[config.mk]
export PLATFORM = sky130hd
export DESIGN_NAME = vga_ram_port_arbiter
export DESIGN_NICKNAME = d
export VERILOG_FILES = /design/src/rtl/vga_ram_port_arbiter.sv
export SDC_FILE = /design/constraint.sdc
export NUM_CORES = 1
export LEC_CHECK = 0
export CORE_MARGIN = 2
export CORE_UTILIZATION = 45
export DETAILED_ROUTE_END_ITERATION = 10
export GPL_TIMING_DRIVEN = 0
export PLACE_DENSITY = 0.73
export SLEW_MARGIN = 40
export SYNTH_ARGS = -nofsm -noshare
export SYNTH_HDL_FRONTEND = slang
export SYNTH_SLANG_ARGS = --single-unit
export TNS_END_PERCENT = 5
[constraint.sdc]
create_clock -name pix_clk -period 1.95 [get_ports pix_clk]
set_input_delay 0.39 -clock pix_clk [delete_from_list [all_inputs] [get_ports pix_clk]]
set_output_delay 0.39 -clock pix_clk [all_outputs]
set_load 0.02 [all_outputs]
[src/rtl/vga_ram_port_arbiter.sv]
// rtl/vga_ram_port_arbiter.sv - RAM port B arbiter: VGA fetch priority, posted host writes, ordered host reads (optional ARB_STARVE_STAT_EN)
module vga_ram_port_arbiter #(
    parameter int ADDR_WIDTH = 16,
    parameter int DATA_WIDTH = 16,
    parameter int WBUF_DEPTH = 4,
    parameter int WBUF_AW    = 2
) (
    input  logic                  pix_clk,
    input  logic                  reset,
    input  logic                  vga_req,
    input  logic [ADDR_WIDTH-1:0] vga_addr,
    output logic [DATA_WIDTH-1:0] vga_q,
    input  logic                  host_req,
    input  logic                  host_we,
    input  logic [ADDR_WIDTH-1:0] host_addr,
    input  logic [DATA_WIDTH-1:0] host_wdata,
    output logic                  host_ready,
    output logic                  host_rvalid,
    output logic [DATA_WIDTH-1:0] host_rdata,
    output logic [ADDR_WIDTH-1:0] ram_addr_b,
    output logic                  ram_we_b,
    output logic [DATA_WIDTH-1:0] ram_d_b,
    input  logic [DATA_WIDTH-1:0] ram_q_b
`ifdef ARB_STARVE_STAT_EN
    ,
    output logic [15:0]           stat_starve
`endif
);

    typedef enum logic [1:0] {
        ST_IDLE,
        ST_RD_PEND,
        ST_RD_DATA,
        ST_RD_RET
    } state_t;

    localparam logic [WBUF_AW:0] WBUF_FULL = (WBUF_AW+1)'(WBUF_DEPTH);

    state_t                  state_q, state_d;
    logic [ADDR_WIDTH-1:0]   rd_addr_q, rd_addr_d;
    logic [DATA_WIDTH-1:0]   host_rdata_q, host_rdata_d;
    logic [ADDR_WIDTH-1:0]   wbuf_addr_q [WBUF_DEPTH];
    logic [ADDR_WIDTH-1:0]   wbuf_addr_d [WBUF_DEPTH];
    logic [DATA_WIDTH-1:0]   wbuf_data_q [WBUF_DEPTH];
    logic [DATA_WIDTH-1:0]   wbuf_data_d [WBUF_DEPTH];
    logic [WBUF_AW-1:0]      wr_ptr_q, wr_ptr_d;
    logic [WBUF_AW-1:0]      rd_ptr_q, rd_ptr_d;
    logic [WBUF_AW:0]        count_q, count_d;

    logic wbuf_empty;
    logic push;
    logic pop;
    logic rd_accept;
    logic issue;

    // VGA data comes straight from the RAM, exactly as on a private port
    assign vga_q       = ram_q_b;
    assign host_rvalid = (state_q == ST_RD_RET);
    assign host_rdata  = host_rdata_q;
    assign wbuf_empty  = (count_q == '0);
    assign push        = host_req && host_ready && host_we;
    assign rd_accept   = host_req && host_ready && !host_we;
    assign pop         = !reset && !vga_req && !wbuf_empty;
    assign issue       = !reset && !vga_req && wbuf_empty && (state_q == ST_RD_PEND);

    // Host handshake: only IDLE accepts; writes need a free slot by the pre-pop count
    always_comb begin
        host_ready = 1'b0;
        if (state_q == ST_IDLE) begin
            host_ready = host_we ? (count_q != WBUF_FULL) : 1'b1;
        end
    end

    // Port B grant mux: reset, VGA, buffered write, pending read, idle
    always_comb begin
        ram_addr_b = '0;
        ram_we_b   = 1'b0;
        ram_d_b    = '0;
        if (reset) begin
            ram_addr_b = '0;
        end else if (vga_req) begin
            ram_addr_b = vga_addr;
        end else if (!wbuf_empty) begin
            ram_addr_b = wbuf_addr_q[rd_ptr_q];
            ram_d_b    = wbuf_data_q[rd_ptr_q];
            ram_we_b   = 1'b1;
        end else if (state_q == ST_RD_PEND) begin
            ram_addr_b = rd_addr_q;
        end
    end

    // Write buffer: circular FIFO, push on accepted write, pop when granted
    always_comb begin
        wbuf_addr_d = wbuf_addr_q;
        wbuf_data_d = wbuf_data_q;
        wr_ptr_d    = wr_ptr_q;
        rd_ptr_d    = rd_ptr_q;
        if (push) begin
            wbuf_addr_d[wr_ptr_q] = host_addr;
            wbuf_data_d[wr_ptr_q] = host_wdata;
            wr_ptr_d              = wr_ptr_q + WBUF_AW'(1);
        end
        if (pop) begin
            rd_ptr_d = rd_ptr_q + WBUF_AW'(1);
        end
        count_d = count_q + (WBUF_AW+1)'(push) - (WBUF_AW+1)'(pop);
    end

    // Read FSM: latch address, wait for drain and free port, capture, return
    always_comb begin
        state_d      = state_q;
        rd_addr_d    = rd_addr_q;
        host_rdata_d = host_rdata_q;
        case (state_q)
            ST_IDLE: begin
                if (rd_accept) begin
                    state_d   = ST_RD_PEND;
                    rd_addr_d = host_addr;
                end
            end
            ST_RD_PEND: begin
                if (issue) begin
                    state_d = ST_RD_DATA;
                end
            end
            ST_RD_DATA: begin
                state_d      = ST_RD_RET;
                host_rdata_d = ram_q_b;
            end
            ST_RD_RET: begin
                state_d = ST_IDLE;
            end
            default: begin
                state_d = ST_IDLE;
            end
        endcase
    end

    // Control state registers; reset drops buffered writes and any pending read
    always_ff @(posedge pix_clk) begin
        if (reset) begin
            state_q      <= ST_IDLE;
            rd_addr_q    <= '0;
            host_rdata_q <= '0;
            wr_ptr_q     <= '0;
            rd_ptr_q     <= '0;
            count_q      <= '0;
        end else begin
            state_q      <= state_d;
            rd_addr_q    <= rd_addr_d;
            host_rdata_q <= host_rdata_d;
            wr_ptr_q     <= wr_ptr_d;
            rd_ptr_q     <= rd_ptr_d;
            count_q      <= count_d;
        end
    end

    // Buffer payload storage; contents are meaningless while count is zero
    always_ff @(posedge pix_clk) begin
        wbuf_addr_q <= wbuf_addr_d;
        wbuf_data_q <= wbuf_data_d;
    end

`ifdef ARB_STARVE_STAT_EN
    logic [15:0] stat_starve_q, stat_starve_d;

    assign stat_starve = stat_starve_q;

    // Count cycles where VGA holds the port while host work waits; saturates
    always_comb begin
        stat_starve_d = stat_starve_q;
        if (vga_req && (!wbuf_empty || state_q == ST_RD_PEND) && stat_starve_q != 16'hFFFF) begin
            stat_starve_d = stat_starve_q + 16'd1;
        end
    end

    // Starvation counter register
    always_ff @(posedge pix_clk) begin
        if (reset) begin
            stat_starve_q <= '0;
        end else begin
            stat_starve_q <= stat_starve_d;
        end
    end
`endif

endmodule
==> Word-level counts from Yosys, hierarchy flattened <==
Cells that the tools add are included.
{ "classes": {"magnitude_cmp": 3, "mux": 25, "reduce_logical": 16, "bitwise_logic": 2, "addsub": 4, "eq_ne": 6} }
{ "op_table": {"columns": ["cell", "n"], "rows": [
  ["16-bit two-way mux", 12],
  ["64-bit bitwise mux", 2],
  ["16-bit binary-select mux with 2-bit select", 2],
  ["16-bit demux with 2-bit select", 1],
  ["1-bit logical AND", 8],
  ["2-bit case mux with 4 select lines", 1],
  ["3-bit greater-or-equal comparator, second input constant", 2],
  ["2-bit NOT with 3-bit output", 2],
  ["1-bit two-way mux", 5],
  ["2-bit by 1-bit adder with 2-bit output, second input constant", 2],
  ["2-bit == test, second input constant", 2],
  ["1-bit logical NOT", 4],
  ["2-bit two-way mux", 2],
  ["2-bit inequality test, second input constant", 2],
  ["2-bit AND reduction", 2],
  ["3-bit by 1-bit adder with 3-bit output", 1],
  ["3-bit logical NOT", 1],
  ["3-bit by 1-bit less-than comparator with 1-bit output, second input constant", 1],
  ["3-bit inequality test, second input constant", 1],
  ["3-bit by 1-bit subtractor with 3-bit output", 1],
  ["2-bit by 1-bit == test with 1-bit output, second input constant", 1],
  ["2-bit logical NOT", 1]
]} }
{ "totals": {"word_cells": 70, "out_inout_bits": 67, "inputBits": 69, "regBits": 169} }

==> Longest topological paths before layout <==
{ "depth": {"word_depth": 7, "depth_mapped": 12, "depth_no_buf": 12} }

==> Worst setup path before layout <==
Ideal clock, no wire load.
{ "synth_timing": {"path_type": "register to register", "from": "register state_q[0]", "to": "register wbuf_addr_q[0] in the netlist's numbering (enable)", "stages_incl_launch_ff": 5, "period_less_slack_ns": 2.162, "path_buffers": 0, "setup_ns": 0.392, "required_ns": 1.558, "arrival_time_ns": 1.770, "path_slack_ns": -0.212, "cell_sequence": "dfxtp_1 > inv_1 > ha_1 > and3_1 > and3_1"} }
{ "synth_via": {"elab_chain_cells": 4} }
{ "synth_rtl": {"columns": ["item", "line_no", "text"], "rows": [
  ["start, declared", "39", "state_t state_q, state_d;"],
  ["start signal, assigned", "149", "state_q <= state_d;"],
  ["2-bit logical NOT", "69", "if (state_q == ST_IDLE) begin"],
  ["1-bit two-way mux", "69", null],
  ["1-bit logical AND (2 in a row)", "61", "assign push = host_req && host_ready && host_we;"],
  ["end signal, assigned", "160", "wbuf_addr_q <= wbuf_addr_d;"],
  ["end, declared", "42", "logic [ADDR_WIDTH-1:0] wbuf_addr_q [WBUF_DEPTH];"]
]} }
No other way between the ends.
A chain may end at the register's enable or synchronous reset.

==> Final worst setup path <==
{ "layout_timing": {"from": "register rd_ptr_q[0]", "to": "output port ram_addr_b[3]"} }
{ "layout_via": {"elab_chain_cells": 7} }
{ "layout_rtl": {"columns": ["item", "line_no", "text"], "rows": [
  ["start, declared", "47", "logic [WBUF_AW-1:0] rd_ptr_q, rd_ptr_d;"],
  ["start signal, assigned", "153", "rd_ptr_q <= rd_ptr_d;"],
  ["2-bit NOT with 3-bit output (not written as such)", "84", "ram_addr_b = wbuf_addr_q[rd_ptr_q];"],
  ["16-bit binary-select mux with 2-bit select", "84", null],
  ["16-bit two-way mux (not written as such) (2 in a row)", "84", null],
  ["16-bit two-way mux", "83", "end else if (!wbuf_empty) begin"],
  ["16-bit two-way mux", "81", "end else if (vga_req) begin"],
  ["16-bit two-way mux", "79", "if (reset) begin"],
  ["end, declared", "20", "output logic [ADDR_WIDTH-1:0] ram_addr_b,"]
]} }
No other way between the ends. The select of a mux whose other input is x is not followed.

==> metrics.md <==
| Metric | Value |
|---|---|
| Crit-path slowest cell | dfxtp_4 |
| Synth area leader | edfxtp_1 |
| First-pass DRT Iterations | 5 |
| CP Data Arrival Time | a little under 2 ns |
| Core ar. | 0.0152 sq mm |
| RSZ-0062 raised after global routing | true |
| Main combinational cell family by area after synthesis | multiplexers |
| Post-synthesis sequential area ratio | 0.664 |
| DIE AREA | between 0.015 and 0.02 sq mm |
| CTS Buffer Depth | 2 |
| Largest net degree at the start of global routing | 33 |
| Reg area | about 0.0047 sq mm |
| Max incr delay on CP | 0.36 ns |
| Die height | 129 microns |
| Synth Area in Adders | 0.0207 |
| MaxCap Viol Count | 0 |
| Starting Density | 0.462 |
| Setup slack after layout | -0.403 ns |
| Placed wire-length estimate | 10300 microns |
| Hold slack | 0.457 ns |
| Worst-path clk slew | 0.06 ns |
| Pwr dens | 1140 mW/mm^2 |
| Max rail drop VDD | 0.730 mV |
| DRT iter0 DRCs | between 300 and 400 |
| Remaining DRCs | 0 |
| Top post-synthesis cells by area | edfxtp_1, dfxtp_1, mux4_2 |
| Failing checks | negative setup slack |
| Critical path launch point type | flop |
| Multi-input combinational cell area | between 0.002 and 0.0025 sq mm |
| Worst min path class | flop to flop |
| Design Area, Final | 0.00947 sq mm |
| Post-synthesis mux area share | 0.128 |
| Simple-Gate Fraction of Synth Area | 0.0720 |
| Syn_nets | roughly 550 |
| DRT Wirelength | 16300 microns |
| Warnings, synthesis | 0 |
| XOR/XNOR Fraction of Synth Area | 0.00250 |
| Vias in the first global route | 4623 |
| CP Capture Type | output port |
| Final nets | 715 |
| Worst Path Buf+Inv | 3 |
| Synth cell types | 35 |
| # rows | 45 |
| DP Cell Count | 794 |
| FMAX | 425 MHz |
| Die Width | 129 microns |
| Async SR Flop Fraction | 0 |
| Type of the worst setup path | flop to output port |
| Final hold vios | 0 |
| Most frequent cells in the layout | edfxtp_1, clkdlybuf4s50_1, buf_4 |
| Sink Count | 169 |
| H-tree depth | 4 |
| WL/cell | roughly 20 microns |
| Global-route wire length before repair | 24500 microns |
| Register-to-Register Setup Slack | -0.22 ns |
| Initial antenna violation count | 0 |
| Layout fillers | 1156 |
| Post-DRT Antenna Nets | 0 |
| CP top delay family | buffers and inverters |
| Post-Synthesis Cells | around 470 |
| CTS root buf | clkbuf_16 |
| Compound-cell area share of the yosys netlist | 0.0588 |
| Vias after detailed routing | roughly 4600 |
| P_leak | 0.00342 uW |
| Post-route insts no fill | 836 |
| Post-synth EDFFs | 128 |
| Global placer's final weighted congestion | 0.783 |
| # IOs | 136 |
| Share of cells above drive strength 1 | 0.315 |
| Status | finished with violations |
| Synthesized area | 0.00702 sq mm |
| Skew-Pair Late Insertion Delay | 0.43 ns |
| Via density | 5.50 |
| Total CTS buffers | 17 |
| Placed Area | 0.00862 sq mm |
| Worst Path Max Fanout | 5 |
| Syn avg cell area | 14.9 sq um |
| Share of the synthesized area in the top cell type | 0.547 |
| Tmin final | 2.35 ns |
| Worst Tran Pin Value | 0.755 ns |
| Max transition margin | 0.497 |
| Crit path top cell by count | buf_4 |
| Synth Flop Type | edfxtp_1 |
| TritonCTS clock tree | done |
| Worst Clk Skew | 0.00667 ns |
| Final setup vio count | 35 |
| Crit-path cells | buf_12 > buf_4 > mux4_2 > nand2_1 > a221oi_2 > buf_4 |
| Synthesized flop and latch total | 169 |
| IO Port Bufs | 134 |
| Final Cycle Share | 1.21 |
| Commonest non-fill, non-tap cell in the layout | edfxtp_1 |
| Tot GR Track Use | 0.199 |
| Total congestion overflow | 0 |
| Crit path required time | 1.56 ns |
| Slew Viols, Final | 0 |
| Area delta synth->final | 34.8% |
| Ant. Diodes | 0 |
| Place WS | -1.18 ns |
-- registers in the layout, summed over array words and instances, names as in the netlist --
register     cells
wbuf_data_q     64
state_q          2
wr_ptr_q         2
wbuf_addr_q     64
rd_addr_q       16
host_rdata      16
count_q          3
rd_ptr_q         2
-- final timing paths --
kind,to,start,cells past startpoint
max,ram_addr_b[3],rd_ptr_q[0]$_SDFFE_PP0P_,6
min,rd_addr_q[9]$_SDFFE_PP0P_,rd_addr_q[9]$_SDFFE_PP0P_,2
max reg2reg,count_q[2]$_SDFF_PP0_,count_q[0]$_SDFF_PP0_,10
min reg2reg,rd_addr_q[9]$_SDFFE_PP0P_,rd_addr_q[9]$_SDFFE_PP0P_,2
-- logic make-up after synthesis --
kind of cell	after synthesis
mux	50
compound gates	60
fa+ha+maj	11
xor+xnor	2
buf+inv	71
flops	169
simple gates	109
-- worst reg2reg max path, stage by stage (launching register included) --
cell      delay (ns)
dfxtp_2         0.36
nor3_2          0.27
clkbuf_8        0.23
nor2_1          0.06
ha_1            0.26
inv_1           0.06
ha_1            0.13
inv_1           0.05
fa_1            0.38
xnor2_1         0.18
nor2_1          0.06
-- where the power goes --
part / internal [uW] / leakage, uW / switching [uW] / total [uW]
sequential: 4190 / 0.00149 / 159 / 4350
combinational: 1530 / 0.00165 / 1740 / 3270
clock: 1850 / 0.000275 / 1300 / 3150
total: 7560 / 0.00342 / 3200 / 10800
-- what timing repair did --
item,CTS,global route
buffers inserted,6,2
gates cloned,1,2
hold buffers,0,0
resized for setup,239,35
pin swaps,16,8
hold endpoints to repair,0,0
setup endpoints to repair,177,49
-- synth_stat cells, types with 2 or more instances --
cell type / number
buf_2: 11
mux4_2: 32
a31oi_1: 16
inv_1: 23
nand3_1: 4
nand2b_1: 4
a221oi_1: 16
dfxtp_1: 41
ha_1: 10
or3_1: 2
clkbuf_1: 15
and3_1: 21
nand2_1: 48
o21a_1: 2
a21oi_1: 20
nor2_1: 23
o21ai_0: 3
buf_4: 17
buf_6: 4
edfxtp_1: 128
mux2i_1: 18
-- final cells by class --
type | instances | area share
buffer | 48 | 0.0418
multi-input combinational | 232 | 0.231
clock buffer | 26 | 0.0551
inverter | 23 | 0.00912
timing repair buffer | 144 | 0.141
tap | 188 | 0.0248
sequential | 169 | 0.494
clock inverter | 6 | 0.00397
-- layer usage --
metal  GRT usage  wire (microns)  vias up  part of all wire
li1            -               -     2094                 -
met4      0.0716             264        0             0.016
met3      0.0491            1000       19             0.062
met1       0.253            6810     2310              0.42
met2       0.336            8240      171              0.50
met5           0               0        -                 0
-- stage by stage --
stage,power (uW),TNS [ns],utilization
after global placement,7080,-162.30,0.566
after global routing,11200,-13.69,0.623
after floorplan,6120,-21.20,-
after CTS,10600,-11.84,0.614
after detailed placement,7170,-76.21,0.567
final,10800,-11.36,0.623
No activity file was read; power rests on OpenSTA's default activity.
